<file path="src/rtl/slot_request_arbiter_if.sv">
// slot_request_arbiter_if
//   Bundles the slot-side request handshake and the VFU-side request
//   handshake of the slot request arbiter.
//
//   Signals (N_IN slots, DATA_W payload bits, IDX_W source index bits):
//     io_in_valid   [N_IN]         per-slot request valid
//     io_in_ready   [N_IN]         per-slot accept (at most one bit high)
//     io_in_bits    [N_IN*DATA_W]  slot i payload at [i*DATA_W +: DATA_W]
//     io_out_valid                 request to VFU valid
//     io_out_ready                 VFU accepts
//     io_out_bits   [DATA_W]       selected payload
//     io_out_source [IDX_W]        slot index that issued io_out_bits
//
//   Modports:
//     master - the environment (slots + VFU) driving requests and ready
//     slave  - the arbiter itself
interface slot_request_arbiter_if #(
  parameter int N_IN   = 4,
  parameter int DATA_W = 206,
  parameter int IDX_W  = (N_IN > 1) ? $clog2(N_IN) : 1
);

  logic [N_IN-1:0]        io_in_valid;
  logic [N_IN-1:0]        io_in_ready;
  logic [N_IN*DATA_W-1:0] io_in_bits;
  logic                   io_out_valid;
  logic                   io_out_ready;
  logic [DATA_W-1:0]      io_out_bits;
  logic [IDX_W-1:0]       io_out_source;

  modport master (
    output io_in_valid,
    output io_in_bits,
    output io_out_ready,
    input  io_in_ready,
    input  io_out_valid,
    input  io_out_bits,
    input  io_out_source
  );

  modport slave (
    input  io_in_valid,
    input  io_in_bits,
    input  io_out_ready,
    output io_in_ready,
    output io_out_valid,
    output io_out_bits,
    output io_out_source
  );

endinterface

</file>
<file path="src/rtl/slot_request_arbiter.sv">
// slot_request_arbiter
//   N-input round-robin arbiter between a lane's execution slots and a
//   shared vector functional unit. The winning slot's payload is forwarded
//   together with its slot index.
//
//   Ports:
//     clock  - sole clock, all state on the rising edge
//     reset  - synchronous, active-low
//     bus    - slot_request_arbiter_if.slave (slot and VFU handshakes)
//
//   Build option:
//     SLOT_ARB_SKID_EN defined   - two-entry skid buffer on the output,
//                                  1-cycle latency, no combinational
//                                  io_out_ready -> io_in_ready path.
//     SLOT_ARB_SKID_EN undefined - zero-latency bypass with a lock that
//                                  keeps the stalled winner stable.
//
//   N_IN = 1 degenerates to a wire-through (bypass) or a plain two-entry
//   buffer (skid); the pointer and lock are held constant.
module slot_request_arbiter #(
  parameter int N_IN   = 4,
  parameter int DATA_W = 206,
  parameter int IDX_W  = (N_IN > 1) ? $clog2(N_IN) : 1
) (
  input logic                   clock,
  input logic                   reset,
  slot_request_arbiter_if.slave bus
);

  logic [IDX_W-1:0]  ptr_q, ptr_d;
  logic [IDX_W-1:0]  rrIdx;
  logic              rrFound;
  logic [IDX_W-1:0]  winIdx;
  logic [N_IN-1:0]   winOneHot;
  logic [DATA_W-1:0] winBits;
  logic              anyValid;
  logic [N_IN-1:0]   inReady;
  logic              inFire;

  assign anyValid  = |bus.io_in_valid;
  assign winOneHot = N_IN'(1) << winIdx;
  assign winBits   = bus.io_in_bits[int'(winIdx)*DATA_W +: DATA_W];
  assign inFire    = |(bus.io_in_valid & inReady);

  assign bus.io_in_ready = inReady;

  // First valid slot scanning from ptr upward with wrap-around.
  always_comb begin
    int j;
    j       = 0;
    rrIdx   = '0;
    rrFound = 1'b0;
    for (int k = 0; k < N_IN; k++) begin
      j = int'(ptr_q) + k;
      if (j >= N_IN) j = j - N_IN;
      if (!rrFound && bus.io_in_valid[j]) begin
        rrFound = 1'b1;
        rrIdx   = IDX_W'(j);
      end
    end
  end

  // Pointer moves just past whichever slot was accepted.
  always_comb begin
    ptr_d = ptr_q;
    if (N_IN > 1 && inFire) begin
      ptr_d = (winIdx == IDX_W'(N_IN - 1)) ? '0 : winIdx + IDX_W'(1);
    end
  end

`ifdef SLOT_ARB_SKID_EN

  // Two-entry buffer: entry 0 is always the head presented to the VFU.
  logic [1:0]        count_q, count_d;
  logic [DATA_W-1:0] e0Bits_q, e0Bits_d, e1Bits_q, e1Bits_d;
  logic [IDX_W-1:0]  e0Src_q, e0Src_d, e1Src_q, e1Src_d;
  logic              push;
  logic              pop;
  logic              outValid;

  assign winIdx = rrIdx;

  // Ready depends only on buffer occupancy; reset also forces it low so
  // nothing is accepted into a buffer that is being cleared.
  always_comb begin
    inReady = '0;
    if (reset && anyValid && count_q != 2'd2) inReady = winOneHot;
  end

  assign push     = inFire;
  assign outValid = reset && (count_q != 2'd0);
  assign pop      = outValid && bus.io_out_ready;

  assign bus.io_out_valid  = outValid;
  assign bus.io_out_bits   = e0Bits_q;
  assign bus.io_out_source = e0Src_q;

  // Buffer update. A push with a pop only happens at count 1 (push is
  // blocked when full), so the new entry simply replaces the head.
  always_comb begin
    count_d  = count_q;
    e0Bits_d = e0Bits_q;
    e0Src_d  = e0Src_q;
    e1Bits_d = e1Bits_q;
    e1Src_d  = e1Src_q;
    case ({push, pop})
      2'b10: begin
        count_d = count_q + 2'd1;
        if (count_q == 2'd0) begin
          e0Bits_d = winBits;
          e0Src_d  = winIdx;
        end else begin
          e1Bits_d = winBits;
          e1Src_d  = winIdx;
        end
      end
      2'b01: begin
        count_d  = count_q - 2'd1;
        e0Bits_d = e1Bits_q;
        e0Src_d  = e1Src_q;
      end
      2'b11: begin
        if (count_q == 2'd1) begin
          e0Bits_d = winBits;
          e0Src_d  = winIdx;
        end else begin
          e0Bits_d = e1Bits_q;
          e0Src_d  = e1Src_q;
          e1Bits_d = winBits;
          e1Src_d  = winIdx;
        end
      end
      default: ;
    endcase
  end

  always_ff @(posedge clock) begin
    if (!reset) begin
      ptr_q   <= '0;
      count_q <= 2'd0;
    end else begin
      ptr_q   <= ptr_d;
      count_q <= count_d;
    end
  end

  // Payload storage needs no reset: it is only observed when count != 0.
  always_ff @(posedge clock) begin
    e0Bits_q <= e0Bits_d;
    e0Src_q  <= e0Src_d;
    e1Bits_q <= e1Bits_d;
    e1Src_q  <= e1Src_d;
  end

`else

  // Lock keeps a stalled winner on the bus even if a higher-priority slot
  // raises valid while the VFU is back-pressuring.
  logic             lockVld_q, lockVld_d;
  logic [IDX_W-1:0] lockIdx_q, lockIdx_d;

  assign winIdx = (N_IN > 1 && lockVld_q) ? lockIdx_q : rrIdx;

  // N_IN = 1 is a pure wire-through, so ready does not wait for valid.
  always_comb begin
    inReady = '0;
    if (N_IN == 1) inReady = {N_IN{bus.io_out_ready}};
    else if (anyValid && bus.io_out_ready) inReady = winOneHot;
  end

  assign bus.io_out_valid  = anyValid;
  assign bus.io_out_bits   = winBits;
  assign bus.io_out_source = winIdx;

  always_comb begin
    lockVld_d = lockVld_q;
    lockIdx_d = lockIdx_q;
    if (N_IN > 1 && anyValid) begin
      if (!bus.io_out_ready) begin
        lockVld_d = 1'b1;
        lockIdx_d = winIdx;
      end else begin
        lockVld_d = 1'b0;
      end
    end
  end

  always_ff @(posedge clock) begin
    if (!reset) begin
      ptr_q     <= '0;
      lockVld_q <= 1'b0;
      lockIdx_q <= '0;
    end else begin
      ptr_q     <= ptr_d;
      lockVld_q <= lockVld_d;
      lockIdx_q <= lockIdx_d;
    end
  end

`endif

endmodule

</file>
<file path="src/flat_wrapper.sv">
// flat-port wrapper written by rule: the top's interface ports become plain ports
module slot_request_arbiter_flat 
#(
  parameter int N_IN   = 4,
  parameter int DATA_W = 206,
  parameter int IDX_W  = (N_IN > 1) ? $clog2(N_IN) : 1
)
  (clock, reset, bus_io_in_valid, bus_io_in_bits, bus_io_out_ready, bus_io_in_ready, bus_io_out_valid, bus_io_out_bits, bus_io_out_source);
  slot_request_arbiter_if #(.N_IN(N_IN), .DATA_W(DATA_W), .IDX_W(IDX_W)) bus_i ();
  input logic clock;
  input logic reset;
  input wire logic [$bits(bus_i.io_in_valid)-1:0] bus_io_in_valid;
  input wire logic [$bits(bus_i.io_in_bits)-1:0] bus_io_in_bits;
  input wire logic [$bits(bus_i.io_out_ready)-1:0] bus_io_out_ready;
  output wire logic [$bits(bus_i.io_in_ready)-1:0] bus_io_in_ready;
  output wire logic [$bits(bus_i.io_out_valid)-1:0] bus_io_out_valid;
  output wire logic [$bits(bus_i.io_out_bits)-1:0] bus_io_out_bits;
  output wire logic [$bits(bus_i.io_out_source)-1:0] bus_io_out_source;
  assign bus_i.io_in_valid = bus_io_in_valid;
  assign bus_i.io_in_bits = bus_io_in_bits;
  assign bus_i.io_out_ready = bus_io_out_ready;
  assign bus_io_in_ready = bus_i.io_in_ready;
  assign bus_io_out_valid = bus_i.io_out_valid;
  assign bus_io_out_bits = bus_i.io_out_bits;
  assign bus_io_out_source = bus_i.io_out_source;
  slot_request_arbiter #(.N_IN(N_IN), .DATA_W(DATA_W), .IDX_W(IDX_W)) u_core (.clock(clock), .reset(reset), .bus(bus_i));
endmodule
</file>
<file path="config.mk">
export PLATFORM = sky130hd
export DESIGN_NAME = slot_request_arbiter_flat
export DESIGN_NICKNAME = d
export VERILOG_FILES = /design/src/rtl/slot_request_arbiter_if.sv /design/src/rtl/slot_request_arbiter.sv /design/src/flat_wrapper.sv
export SDC_FILE = /design/constraint.sdc
export NUM_CORES = 1
export LEC_CHECK = 0
export BUFFER_PORTS_ARGS = -buffer_cell sky130_fd_sc_hd__buf_4
export CAP_MARGIN = 20
export CORE_AREA = 2 2 406 408
export DETAILED_ROUTE_END_ITERATION = 6
export DIE_AREA = 0 0 408 410
export PLACE_DENSITY = 0.3
export SYNTH_ARGS = -nofsm -noshare
export SYNTH_HDL_FRONTEND = slang
export SYNTH_SLANG_ARGS = --single-unit
</file>
<file path="constraint.sdc">
create_clock -name clock -period 3.7 [get_ports clock]
set_clock_uncertainty 0.15 [all_clocks]
set_input_delay 0.37 -clock clock [delete_from_list [all_inputs] [get_ports clock]]
set_output_delay 0.37 -clock clock [all_outputs]
set_load 0.01 [all_outputs]
</file>
# == Yosys cells after proc, flatten, opt, wreduce, memory -nomap -nowiden ==
# Cells that the tools add are included.
# W data, S select, Z words.
# word_totals
reg_bits,5
input_bits,831
elab_cells,62
# classes
add_sub_neg,8
mul,1
order_cmp,8
eq_ne,1
shift,2
mux,27
bitwise,2
reduce_logical,10
# ops
op,count
$shiftx A824 B32 Y206,1
$lt A32 B4 Y1 const B,4
$mux W32,4
$ge A32 B4 Y1 const B,3
$sub A32 B4 Y32 const B,3
$mux W1,12
$mux W2,6
$mul A2 B7 Y9 const B,1
$bmux W1 S2,4
$reduce_or A4 Y1,2
$add A2 B2 Y3 const B,2
$and A4 B4 Y4,1
$logic_and A1 B1 Y1,4
$mux W4,1
$shl A1 B2 Y4 const A,1
$sub A2 B3 Y4 const B,1
$add A2 B1 Y3 const B,1
$ge A2 B3 Y1 const B,1
$logic_not A1 Y1,3
$add A2 B1 Y2 const B,1
$eq A2 B2 Y1 const B,1
$reduce_and A2 Y1,1
$not A1 Y1,1

# == Logic depth before layout (Yosys ltp) ==
# Gate-level depths: netlist of run 1.
# depth
depth_word,20
ltp_mapped,12

# == Worst setup path before layout of run 1 ==
# No wires, ideal clock.
# synth_timing
path_type,register -> register
startpoint,reg u_core.lockVld_q
endpoint,reg u_core.ptr_q[1]
t_arrival_ns,2.549
setup_slack_ns,0.931
path_stages_with_launch,13
n_path_buf,3
synth_period_minus_slack_ns,2.769
cell_sequence,dfxtp_1 -> buf_2 -> nor2_1 -> nor4b_1 -> a211oi_1 -> clkbuf_1 -> buf_2 -> inv_1 -> ha_1 -> a22oi_1 -> nor2b_1 -> or3b_2 -> a21oi_1
# synth_between
elab_chain_cells,5
word_cells_on_any_way,8
classes_between,1 x add/sub; 1 x eq/ne; 1 x shift; 3 x mux; 1 x bitwise; 1 x reduce/logical
# synth_lines
item,line,rtl
from (decl),slot_request_arbiter.sv:159,"logic lockVld_q, lockVld_d;"
from (signal assigned),slot_request_arbiter.sv:195,lockVld_q <= lockVld_d;
$mux W2 *,slot_request_arbiter.sv:162,assign winIdx = (N_IN > 1 && lockVld_q) ? lockIdx_q : rrIdx;
$shl A1 B2 Y4,slot_request_arbiter.sv:41,assign winOneHot = N_IN'(1) << winIdx;
$mux W4,slot_request_arbiter.sv:168,else if (anyValid && bus.io_out_ready) inReady = winOneHot;
$and A4 B4 Y4,slot_request_arbiter.sv:43,assign inFire = |(bus.io_in_valid & inReady);
$reduce_or A4 Y1,slot_request_arbiter.sv:43,
to (signal assigned),slot_request_arbiter.sv:194,ptr_q <= ptr_d;
to (decl),slot_request_arbiter.sv:30,"logic [IDX_W-1:0] ptr_q, ptr_d;"
# Mark *: on every way between the ends. The rest lies on a longest branch, timed or not.
# A chain may end at the register's enable or synchronous reset.

# == Final worst setup path of run 1 ==
# layout_timing
startpoint,reg u_core.lockVld_q
endpoint,out bus_io_out_bits[97]
# layout_between
elab_chain_cells,3
# layout_lines
item,line,rtl
$mux W2,slot_request_arbiter.sv:162,
$mul A2 B7 Y9,slot_request_arbiter.sv:42,assign winBits = bus.io_in_bits[int'(winIdx)*DATA_W +: DATA_W];
$shiftx A824 B32 Y206,slot_request_arbiter.sv:42,
to (decl),flat_wrapper.sv:17,output wire logic [$bits(bus_i.io_out_bits)-1:0] bus_io_out_bits;
# Every way passes these cells.

==> run summary, run 1 <==
The number of iterations in the first detailed-routing pass is 5. The synthesized area came out at 7140 µm². The maximum resistive drop on vdd came out at 0.159 mV.

Setup repair after global routing left no endpoint under its margin. After global routing the overflow that remains totals 0. The maximum clock frequency is 0.276 GHz. The floorplan has 149 rows. The warning count from the yosys run came out at 0.

The sum of met2 wire segment lengths after detailed routing came out at 51.1 mm. Sorting the synthesized cells by area gives the leading types as sky130_fd_sc_hd__mux2i_1 87%, sky130_fd_sc_hd__buf_6 4.4%, sky130_fd_sc_hd__buf_2 2.7%. The detailed router placed 10800 vias in this run. By instance count, the leading cell after synthesis is sky130_fd_sc_hd__mux2i_1. The final setup slack of the worst path is 75.1 ps. The starting density of the core came out at 4.37%. The final total negative setup slack is 0 ps. The count of cell types in the netlist came out at 28. The count of nets after finishing came out at 2606. The biggest fanout along the worst timing path is 23.

The worst hold path was traced through 3 stages. The final setup violation count came out at 0. For this design the top-level I/O count stands at 1044. The estimated wirelength of the detail-placed design is 101 mm. Post-CTS repair changed the size of 0 cells. The min-delay analysis places its worst path in the category in2reg. The final hold violation count is 0. Routability-driven placement finished with a final weighted congestion of 0.896. The worst slew margin relative to its limit came out at 51.4%.

The floorplan step defined a die boundary enclosing 167000 µm². The synthesized design contains 5 register bits. The post-synthesis to final-layout area growth is 150%. The worst-margin pin slew is 709 ps.

Of all cell types, the one taking the most synthesized area is sky130_fd_sc_hd__mux2i_1. Global routing used 12.1% of the available tracks. In this run the clock root is driven by a sky130_fd_sc_hd__clkbuf_16. Entering global routing, the biggest net connects 87 pins. The final routed wirelength across all metal layers is 107 mm. TritonCTS built the clock tree. The wire length of the first global-routing pass is 131 mm.

The run finished with clean final reports. The vertical die dimension is 410 µm. Across all hold checks on the routed design, the worst slack comes to 329 ps. The floorplan core area is 163000 µm².

A synthesized cell averages 9.58 µm². The tree built by TritonCTS fans out to 5 sinks. The flop-to-flop setup slack came out at 670 ps.

The max-slew violation count is 0. The worst flop-to-flop path startpoint is u_core.lockVld_q. Counting flops with an async set or reset pin after synthesis yields a share of 0%. After layout, the design draws a total of 0.00448 W. The detailed router put a total of 44.8 mm of wire on met1. The worst register-to-register path ends at u_core.ptr_q[1]. The dominant register cell in the synthesized netlist is sky130_fd_sc_hd__dfxtp_1.

The internal power contribution came out at 0.00223 W. The clock passes through at most 2 buffers. Before CTS, the worst setup slack after placement is 255 ps. The clock network burns 4.2% of the power. The number of nets still failing antenna checks after routing came out at 0.

The clock network latency to the later pin of the worst-skew pair is 240 ps. The number of cells produced by synthesis is 745. Once the clock tree was built, the setup fixing pass inserted 0 buffers. The post-synthesis sequential area ratio came out at 1.40%.

The TritonCTS buffer count is 3. The sequential power share came out at 1.5%. The data arrival time of the critical path came out at 3100 ps. The critical path in this run is classified as reg2out. In this run, the combinational gates consume 94.3% of the power. In this run the top signal layer used is met5. The hold buffer count at CTS came out at 0.

The number of global-route vias before repair came out at 11200. The count of input and output buffers came out at 1043. Counting instances in the post-synthesis netlist gives the leading cell types as 621 x sky130_fd_sc_hd__mux2i_1, 39 x sky130_fd_sc_hd__buf_2, 28 x sky130_fd_sc_hd__buf_6.

The max-capacitance violation count is 0. The CTS clock-pin slew for the worst setup and hold paths is 40 ps. The final instance count without filler cells came out at 3969. For the finished layout, the period the worst path requires is 3620 ps.

STA classifies the critical path endpoint as an output pin. The required time at the worst-slack endpoint came out at 3180 ps. The length of routed met3 wiring came out at 10.4 mm. The post-route clock period utilization came out at 98.0%. The number of nets in the synthesized netlist is 1578. In this run the power spent charging and discharging nets is 0.00224 W. The number of design rule violations left after detail routing came out at 0. The number of enable flip-flop cells after synthesis is 0. The leakage power total came out at 8.63 nW.

After detailed routing, the average wire length per cell comes to 27.1 µm. The width of the die is 408 µm. The proportion of netlist area held by the largest area contributor came out at 87.1%. The element type at the critical path start is a flip-flop. The power per cell area is 251 nW/µm². The switching part of the total came out at 50.1%. The share of cells above drive strength 1 came out at 62.2%.

The number of antenna violations at the first check in global routing is 78. In this run the most critical hold path is launched from reset. The number of DRC markers in iteration 0 came out at 502.

The depth of the most critical reg-to-reg path came out at 11. Counting tap cells, the placed design contains a total of 3957 instances. For hold timing, the worst endpoint is u_core.lockIdx_q[1]. The detailed-route vias per instance came out at 2.72. The CTS H-tree depth came out at 1.
==> cell type report <==
type                       instances  area [µm²]
antenna                            8        20.0
clock buffer                       4        78.8
fill                           19000      146000
inverter                           4        15.0
multi-input combinational        664        6510
sequential                         5         100
tap                             2189        2740
timing repair buffer            1095        8360
==> cell families after synthesis <==
logic type | share of synthesized area (%)
AOI/OAI and AO/OA | 1.46
adders and majority gates | 0.351
buffers and inverters | 7.63
DFF | 1.40
muxes | 87.1
and+or+nand+nor | 2.07
==> sequential cells by signal (all words and copies together), names as in the netlist <==
name / flops
u_core.lockIdx_q: 2
u_core.ptr_q: 2
u_core.lockVld_q: 1
==> worst max-delay path by stage <==
| stage | from | endpoint |
|---|---|---|
| finish | u_core.lockVld_q | bus_io_out_bits[97] |
| global route | u_core.ptr_q[0] | bus_io_out_bits[97] |
| CTS | u_core.lockVld_q | bus_io_out_bits[170] |
| detailed placement | bus_io_in_valid[0] | bus_io_out_bits[193] |
| global placement | bus_io_in_valid[0] | bus_io_out_bits[193] |
| floorplan | u_core.lockVld_q | u_core.ptr_q[1] |
==> through the flow <==
step	utilization [%]	instance area [µm²]
after global placement	10.8	17700
after detailed placement	10.8	17700
after global routing	10.9	17800
final	10.9	17800
after CTS	10.9	17800
after floorplan	-	7140
==> metal layers <==
layer / up-vias / GRT usage (%)
met5: - / 0
li1: 4909 / -
met2: 572 / 20.4
met3: 136 / 4.87
met4: 78 / 0.479
met1: 5093 / 15.0
==> worst max-delay path, cell delays in order (launching register included) <==
cell,delay (ps)
sky130_fd_sc_hd__dfxtp_1,410
sky130_fd_sc_hd__o31ai_2,400
sky130_fd_sc_hd__and2_4,330
sky130_fd_sc_hd__buf_12,210
sky130_fd_sc_hd__buf_4,440
sky130_fd_sc_hd__mux2i_1,510
sky130_fd_sc_hd__mux2i_1,240
sky130_fd_sc_hd__buf_4,230
==> power groups by stage <==
stage	Combinational [W]	Sequential, W	Clock, W
after floorplan	0.00181	0.0000633	0
after global placement	0.00433	0.0000680	0
after detailed placement	0.00433	0.0000680	0
after CTS	0.00434	0.0000673	0.000188
after global routing	0.00446	0.0000679	0.000190
final	0.00422	0.0000676	0.000188
==> cell usage in the layout (no fill, tap or decap), drive strengths merged, types with 3 or more instances in the layout <==
cell	count
dfxtp	5
o21ai	3
nand2	3
mux2i	621
nor3	3
inv	4
nor2	5
diode	8
clkbuf	4
nor2b	6
a21oi	4
buf	1095
No activity file was read; power rests on OpenSTA's default activity.
==> run 2, diff against run 1 <==
--- a/config.mk
+++ b/config.mk
@@ -7,9 +7,9 @@
 export LEC_CHECK = 0
 export BUFFER_PORTS_ARGS = -buffer_cell sky130_fd_sc_hd__buf_4
 export CAP_MARGIN = 20
-export CORE_AREA = 2 2 406 408
+export CORE_AREA = 2 2 411 413
 export DETAILED_ROUTE_END_ITERATION = 6
-export DIE_AREA = 0 0 408 410
+export DIE_AREA = 0 0 413 415
 export PLACE_DENSITY = 0.3
 export SYNTH_ARGS = -nofsm -noshare
 export SYNTH_HDL_FRONTEND = slang
==> constraint.sdc (replaced) <==
create_clock -name clock -period 4.62 [get_ports clock]
set_clock_uncertainty 0.15 [all_clocks]
set_input_delay 0.462 -clock clock [delete_from_list [all_inputs] [get_ports clock]]
set_output_delay 0.462 -clock clock [all_outputs]
set_load 0.01 [all_outputs]
==> run summary, run 2 (synthesized netlist as in run 1, its figures left out) <==
In this run the critical register-to-register path is captured at u_core.ptr_q[1]. In this run the critical register-to-register path is launched from u_core.lockVld_q. The number of antenna violations at the first check in global routing is 60 (-23%).

The maximum resistive drop on vdd is 0.0779 mV (-51%). The number of standard-cell rows in the floorplan came out at 150 (+0.67%). The post-route clock period utilization is 84.8%. The required time at the worst-slack endpoint is 4010 ps (+830 ps). The number of nets still failing antenna checks after routing came out at 0 (unchanged).

The largest registers in the layout are u_core.lockIdx_q: 2 flops, u_core.ptr_q: 2 flops, u_core.lockVld_q: 1 flops. The final setup violation count was 0 (unchanged). The count of nets after finishing came out at 2592 (-0.54%). The clock network latency to the later pin of the worst-skew pair came out at 230 ps (about the same).

The final non-filler cell area came out at 17700 µm² (-0.41%). The power per cell area came out at 201 nW/µm² (-20%). The width of the die is 413 µm (+1.2%). The number of global-route vias before repair is 10900 (-2.7%).

The vertical die dimension came out at 415 µm (+1.2%). The flow ran to the end, and the final reports show no timing, DRC or antenna violations. The final hold violation count is 0 (unchanged). The number of iterations in the first detailed-routing pass came out at 5 (unchanged). The max-slew violation count is 0 (unchanged). The critical path is of the reg2out type. The worst slew margin relative to its limit is 43.2% (-8.2 points). The biggest fanout along the worst timing path is 67 (+190%). The TritonCTS buffer count came out at 3 (unchanged).

TritonCTS built the clock tree. The placer's final routability congestion estimate is 0.886 (-1.1%). The number of design rule violations left after detail routing is 0 (unchanged).

The maximum clock frequency is 0.255 GHz. The flop-to-flop setup slack came out at 1800 ps (+1130 ps). The worst hold endpoint is u_core.lockIdx_q[1]. The CTS H-tree depth is 1 (unchanged). The post-route minimum period is 3920 ps. The worst-margin pin slew came out at 828 ps (+120 ps). The floorplan core area is 167000 µm² (+1.9%). The hold buffer count at CTS is 0 (unchanged). The overall track demand over capacity in global routing is 11.1% (-0.95 points). The root buffer cell chosen for the clock tree is sky130_fd_sc_hd__clkbuf_16.

The total chip power came to 0.00356 W (-20%). The clock sink total came out at 5 (unchanged). The maximum clock insertion buffer count is 2 (unchanged). The number of DRC markers in iteration 0 is 441 (-12%). The max-capacitance violation count came out at 0 (unchanged). The area used by multi-input combinational logic came out at 6510 µm² (unchanged). The maximum number of pins on one net before global-route repair was 68 (-22%). The CTS clock-pin slew for the worst setup and hold paths was 30 ps (about the same). The post-synthesis to final-layout area growth came out at 149%. Setup repair after global routing left no endpoint under its margin. The wire length of the first global-routing pass came out at 124 mm (-5.6%). The total vias in the final route came out at 10500 (-2.8%). The area used by sequential logic in the layout is 100 µm² (unchanged). The number of buffers added for setup after CTS is 0 (unchanged). The count of input and output buffers came out at 1043 (unchanged). The final global-route overflow total came out at 0 (unchanged).

The detailed-route vias per instance is 2.64 (-3.0%). In this run the most critical hold path is launched from u_core.lockIdx_q[1]. The element type at the critical path start is a flip-flop. The data arrival time of the critical path is 3310 ps (+210 ps).

The routed length per instance is 25.6 µm (-5.3%). The leakage power total is 8.57 nW (-0.77%). Leaving out fill and tap cells, the most frequent cell in the layout is sky130_fd_sc_hd__buf_4.

The depth of the most critical reg-to-reg path is 8 (-3). The top-level port count came out at 1044 (unchanged). The final routed wirelength across all metal layers is 102 mm (-5.2%). The final total negative setup slack is 0 ps (unchanged).

STA classifies the critical path endpoint as an output pin. The number of gates resized after CTS is 0 (unchanged). The cell depth of the worst min-delay path came to 2 (-1). The final standard cell utilization of the core was 10.6% (-0.25 points). The tightest min-delay check is of the reg2reg type. The estimated wirelength of the detail-placed design was 95.1 mm (-5.5%).

The starting density of the core is 4.28% (-0.083 points). In the layout the commonest cells are 1070 x sky130_fd_sc_hd__buf_4, 621 x sky130_fd_sc_hd__mux2i_1, 11 x sky130_fd_sc_hd__buf_12. The layout filler cell count came out at 19400 (+1.9%). The full die area was 171000 µm² (+2.5%). The share of cells above drive strength 1 is 61.9% (-0.30 points). The cell area after placement was 17600 µm² (-0.49%).
==> run 2: cell types whose count changed in the layout (fill, tap and decap cells not counted), sizes merged <==
cell	change
buf	-14
diode	+5
==> run 2: final cells by class <==
| type | instances | share of cell area, % |
|---|---|---|
| Antenna cell | 13 | 0.183 |
| Tap cell | 2204 | 15.5 |
| Inverter | 4 | 0.0846 |
| Timing Repair Buffer | 1081 | 46.5 |
| Multi-Input combinational cell | 664 | 36.7 |
| Clock buffer | 4 | 0.444 |
| Sequential cell | 5 | 0.564 |
==> run 2: report_power, final <==
| part | switching [W] | internal, W |
|---|---|---|
| Clock | 0.0000288 | 0.000114 |
| Sequential | 0.00000630 | 0.0000476 |
| Combinational | 0.00176 | 0.00161 |
==> run 2: worst max-delay path by stage <==
stage	from	end	slack (ps)	cells after the start
after floorplan	bus_io_in_valid[0]	u_core.ptr_q[1]	1770	11
after global placement	bus_io_in_valid[0]	bus_io_out_bits[30]	590	9
after detailed placement	bus_io_in_valid[0]	bus_io_out_bits[30]	540	9
after CTS	u_core.lockVld_q	bus_io_out_bits[30]	510	8
after global routing	u_core.lockVld_q	bus_io_out_bits[30]	500	8
final	u_core.lockVld_q	bus_io_out_bits[34]	700	7
==> run 2: per-layer routing <==
layer / vias up / GRT usage (%) / wire length, µm
li1: 4895 / - / -
met1: 4918 / 13.4 / 41700
met2: 506 / 19.2 / 49200
met3: 102 / 4.29 / 9550
met4: 64 / 0.875 / 987
met5: - / 0 / 402
==> run 2: through the flow <==
step	setup slack, ps	std cells	hold WS, ps
2_1_floorplan	1770	745	310
3_3_place_gp	594	3958	368
3_5_place_dp	544	3958	360
4_1_cts	505	3962	367
5_1_grt	501	3963	383
6_report	700	3975	364
==> run 2: critical path, cell delays in order (launching register included) <==
cell,delay (ps)
sky130_fd_sc_hd__dfxtp_1,550
sky130_fd_sc_hd__nor2_1,80
sky130_fd_sc_hd__nor4b_1,170
sky130_fd_sc_hd__a211oi_4,590
sky130_fd_sc_hd__buf_12,240
sky130_fd_sc_hd__buf_12,360
sky130_fd_sc_hd__mux2i_1,640
sky130_fd_sc_hd__buf_4,300
==> run 3, diff against run 2 <==
--- a/config.mk
+++ b/config.mk
@@ -7,9 +7,9 @@
 export LEC_CHECK = 0
 export BUFFER_PORTS_ARGS = -buffer_cell sky130_fd_sc_hd__buf_4
 export CAP_MARGIN = 20
-export CORE_AREA = 2 2 411 413
+export CORE_AREA = 2 2 406 408
 export DETAILED_ROUTE_END_ITERATION = 6
-export DIE_AREA = 0 0 413 415
+export DIE_AREA = 0 0 408 410
 export PLACE_DENSITY = 0.3
 export SYNTH_ARGS = -nofsm -noshare
 export SYNTH_HDL_FRONTEND = slang
==> constraint.sdc (replaced) <==
create_clock -name clock -period 3.9 [get_ports clock]
set_clock_uncertainty 0.15 [all_clocks]
set_input_delay 0.39 -clock clock [delete_from_list [all_inputs] [get_ports clock]]
set_output_delay 0.39 -clock clock [all_outputs]
set_load 0.01 [all_outputs]
==> run summary, run 3 (synthesized netlist as in run 1, its figures left out) <==
The share of cells above drive strength 1 is 61.9% (about the same). The routed length per instance came out at 27.0 µm (+5.4%). The wire length of the first global-routing pass is 131 mm (+5.2%). The post-placement setup slack is -19.7 ps (-564 ps). The max-slew violation count came out at 0 (unchanged). The worst setup path category is reg2out. The hold buffer count at CTS is 0 (unchanged).

The number of standard-cell rows in the floorplan is 149 (-0.67%). The clock network latency to the later pin of the worst-skew pair came out at 230 ps (about the same). The post-route clock period utilization came out at 97.5%.

The maximum clock frequency came out at 0.263 GHz. TritonCTS built the clock tree. The switching part of the total is 50.1% (-0.27 points). The number of global-route vias before repair came out at 11000 (+1.1%). The detailed-route vias per instance came to 2.70 (+2.5%). The critical path depth came to 7 (unchanged). The max-capacitance violation count came out at 0 (unchanged).

The most common library cell in the layout ignoring fill and taps is sky130_fd_sc_hd__buf_4. The final setup slack of the worst path came to 97.5 ps (-603 ps). The full die area is 167000 µm² (-2.4%).

The worst slew margin relative to its limit came to 34.9% (-8.3 points). The count of nets after finishing came to 2589 (-0.12%). The final hold violation count came out at 0 (unchanged). The clock sink total is 5 (unchanged).

Setup repair after global routing left no endpoint under its margin. The number of nets still failing antenna checks after routing was 0 (unchanged). The number of gates resized after CTS is 1 (+1).

The floorplan core area came out at 163000 µm² (-1.9%). The data arrival time of the critical path was 3260 ps (-50 ps). The flow ran to the end, and the final reports show no timing, DRC or antenna violations. The critical path endpoint category is an output pin.

The endpoint of the lowest-slack register-to-register path is u_core.ptr_q[1]. The maximum number of pins on one net before global-route repair came out at 77 (+13%). The number of DRC markers in iteration 0 came to 445 (+0.91%).

The count of input and output buffers is 1043 (unchanged). The post-route minimum period came out at 3800 ps. The TritonCTS buffer count came out at 3 (unchanged). The final routed wirelength across all metal layers is 107 mm (+4.9%). The worst-margin pin slew is 949 ps (+121 ps). The required time at the worst-slack endpoint is 3360 ps (-650 ps). The tree is rooted in a sky130_fd_sc_hd__clkbuf_16. The area used by sequential logic in the layout came out at 100 µm² (unchanged). The flop-to-flop setup slack is 1170 ps (-630 ps). In the final layout, the registers with the most flip-flops are u_core.lockIdx_q: 2 flops, u_core.ptr_q: 2 flops, u_core.lockVld_q: 1 flops. The total placed cells including tap cells came out at 3940 (-0.45%). The leakage power total is 8.56 nW (about the same). The number of antenna violations at the first check in global routing is 87 (+45%). The cell at the slowest stage of the critical path is sky130_fd_sc_hd__mux2i_1. Walking the worst path, the cells encountered are o31ai_2, and2_4, buf_12, buf_4, mux2i_1, mux2i_1, buf_4. The number of iterations in the first detailed-routing pass is 7 (+2). The total chip power was 0.00421 W (+18%). The post-synthesis to final-layout area growth is 148% (about the same). The width of the die is 408 µm (-1.2%). The critical path starts at u_core.lockVld_q. Grouping stages by cell kind, the critical path spends the most delay in buffers and inverters. The sequential power share came out at 1.5% (about the same). The library cells used most frequently in the layout, excluding fill and tap cells, are 1065 x sky130_fd_sc_hd__buf_4, 620 x sky130_fd_sc_hd__mux2i_1, 13 x sky130_fd_sc_hd__buf_12.

The overall track demand over capacity in global routing is 12.0% (+0.86 points). The number of buffers added for setup after CTS came out at 0 (unchanged). The number of design rule violations left after detail routing came out at 0 (unchanged).

The placer's final routability congestion estimate came out at 0.899 (+1.5%). The depth of the most critical reg-to-reg path is 11 (+3). The delay contributed by the slowest stage of the critical path came out at 590 ps (-50 ps). The top-level port count is 1044 (unchanged). The biggest fanout along the worst timing path is 52 (-22%). The vertical die dimension is 410 µm (-1.2%). The layout filler cell count is 19000 (-1.8%). The maximum resistive drop on vdd is 0.109 mV (+40%). The clock network fraction of design power is 4.1% (about the same). The share of power burned in combinational logic was 94.4% (about the same).

The power per cell area came out at 237 nW/µm² (+18%). The final setup violation count came out at 0 (unchanged). The starting density of the core is 4.37% (+0.083 points).

The worst flop-to-flop path startpoint is u_core.lockVld_q. The maximum clock insertion buffer count is 2 (unchanged). The area used by multi-input combinational logic came to 6510 µm² (about the same). The CTS H-tree depth came to 1 (unchanged).

The final non-filler cell area was 17700 µm² (about the same). The internal power contribution is 0.00210 W (+19%). STA classifies the critical path startpoint as a flip-flop. The critical path buffer and inverter count came out at 3 (unchanged). The CTS clock-pin slew for the worst setup and hold paths is 30 ps (about the same). The cell area after placement is 17600 µm² (about the same).

The total vias in the final route is 10700 (+2.0%). The final global-route overflow total came out at 0 (unchanged). Following the worst setup path forward leads to its endpoint at bus_io_out_bits[97]. The estimated wirelength of the detail-placed design came out at 99.6 mm (+4.8%). The tightest min-delay check is of the in2reg type.

The net switching power is 0.00211 W (+17%). The final instance count without filler cells was 3956 (-0.48%).
[run 3: area by class of cell]
type	instances	area share, %
inverter	4	0.0847
sequential	5	0.565
timing repair buffer	1078	46.6
multi-input combinational	664	36.7
antenna	12	0.169
clock buffer	4	0.445
tap	2189	15.4
[run 3: how the worst min path moves through the flow]
stage	startpoint	end	slack [ps]	depth (start not counted)
6_report	reset	u_core.lockIdx_q[1]	340	3
5_1_grt	reset	u_core.lockIdx_q[1]	360	3
4_1_cts	reset	u_core.lockIdx_q[1]	330	3
3_5_place_dp	u_core.lockIdx_q[1]	u_core.lockIdx_q[1]	370	2
3_3_place_gp	u_core.lockIdx_q[1]	u_core.lockIdx_q[1]	370	2
2_1_floorplan	u_core.lockIdx_q[1]	u_core.lockIdx_q[1]	310	2
[run 3: through the flow]
| step | utilization, % | setup TNS, ps | hold WS, ps |
|---|---|---|---|
| 2_1_floorplan | - | 0 | 310 |
| 3_3_place_gp | 10.8 | 0 | 372 |
| 3_5_place_dp | 10.8 | -19.7 | 371 |
| 4_1_cts | 10.8 | 0 | 335 |
| 5_1_grt | 10.8 | 0 | 356 |
| 6_report | 10.8 | 0 | 343 |
[run 3: power by group through the flow]
stage / registers, W / logic [W] / clock network [W]
finish: 0.0000638 / 0.00397 / 0.000171
floorplan: 0.0000600 / 0.00172 / 0
global route: 0.0000645 / 0.00420 / 0.000174
detailed placement: 0.0000644 / 0.00408 / 0
CTS: 0.0000637 / 0.00410 / 0.000172
global placement: 0.0000648 / 0.00408 / 0
[run 3: layer usage]
layer	vias to the layer above	track usage [%]	wire length (µm)
li1	4891	-	-
met3	152	4.85	9970
met1	5008	15.0	45100
met2	560	19.7	49700
met5	-	0	557
met4	88	1.49	1530
[run 3: worst min-delay path, delay by kind of cell]
kind / cells / cell delay, ps
buffers and inverters: 2 / 170
and+or+nand+nor: 1 / 120
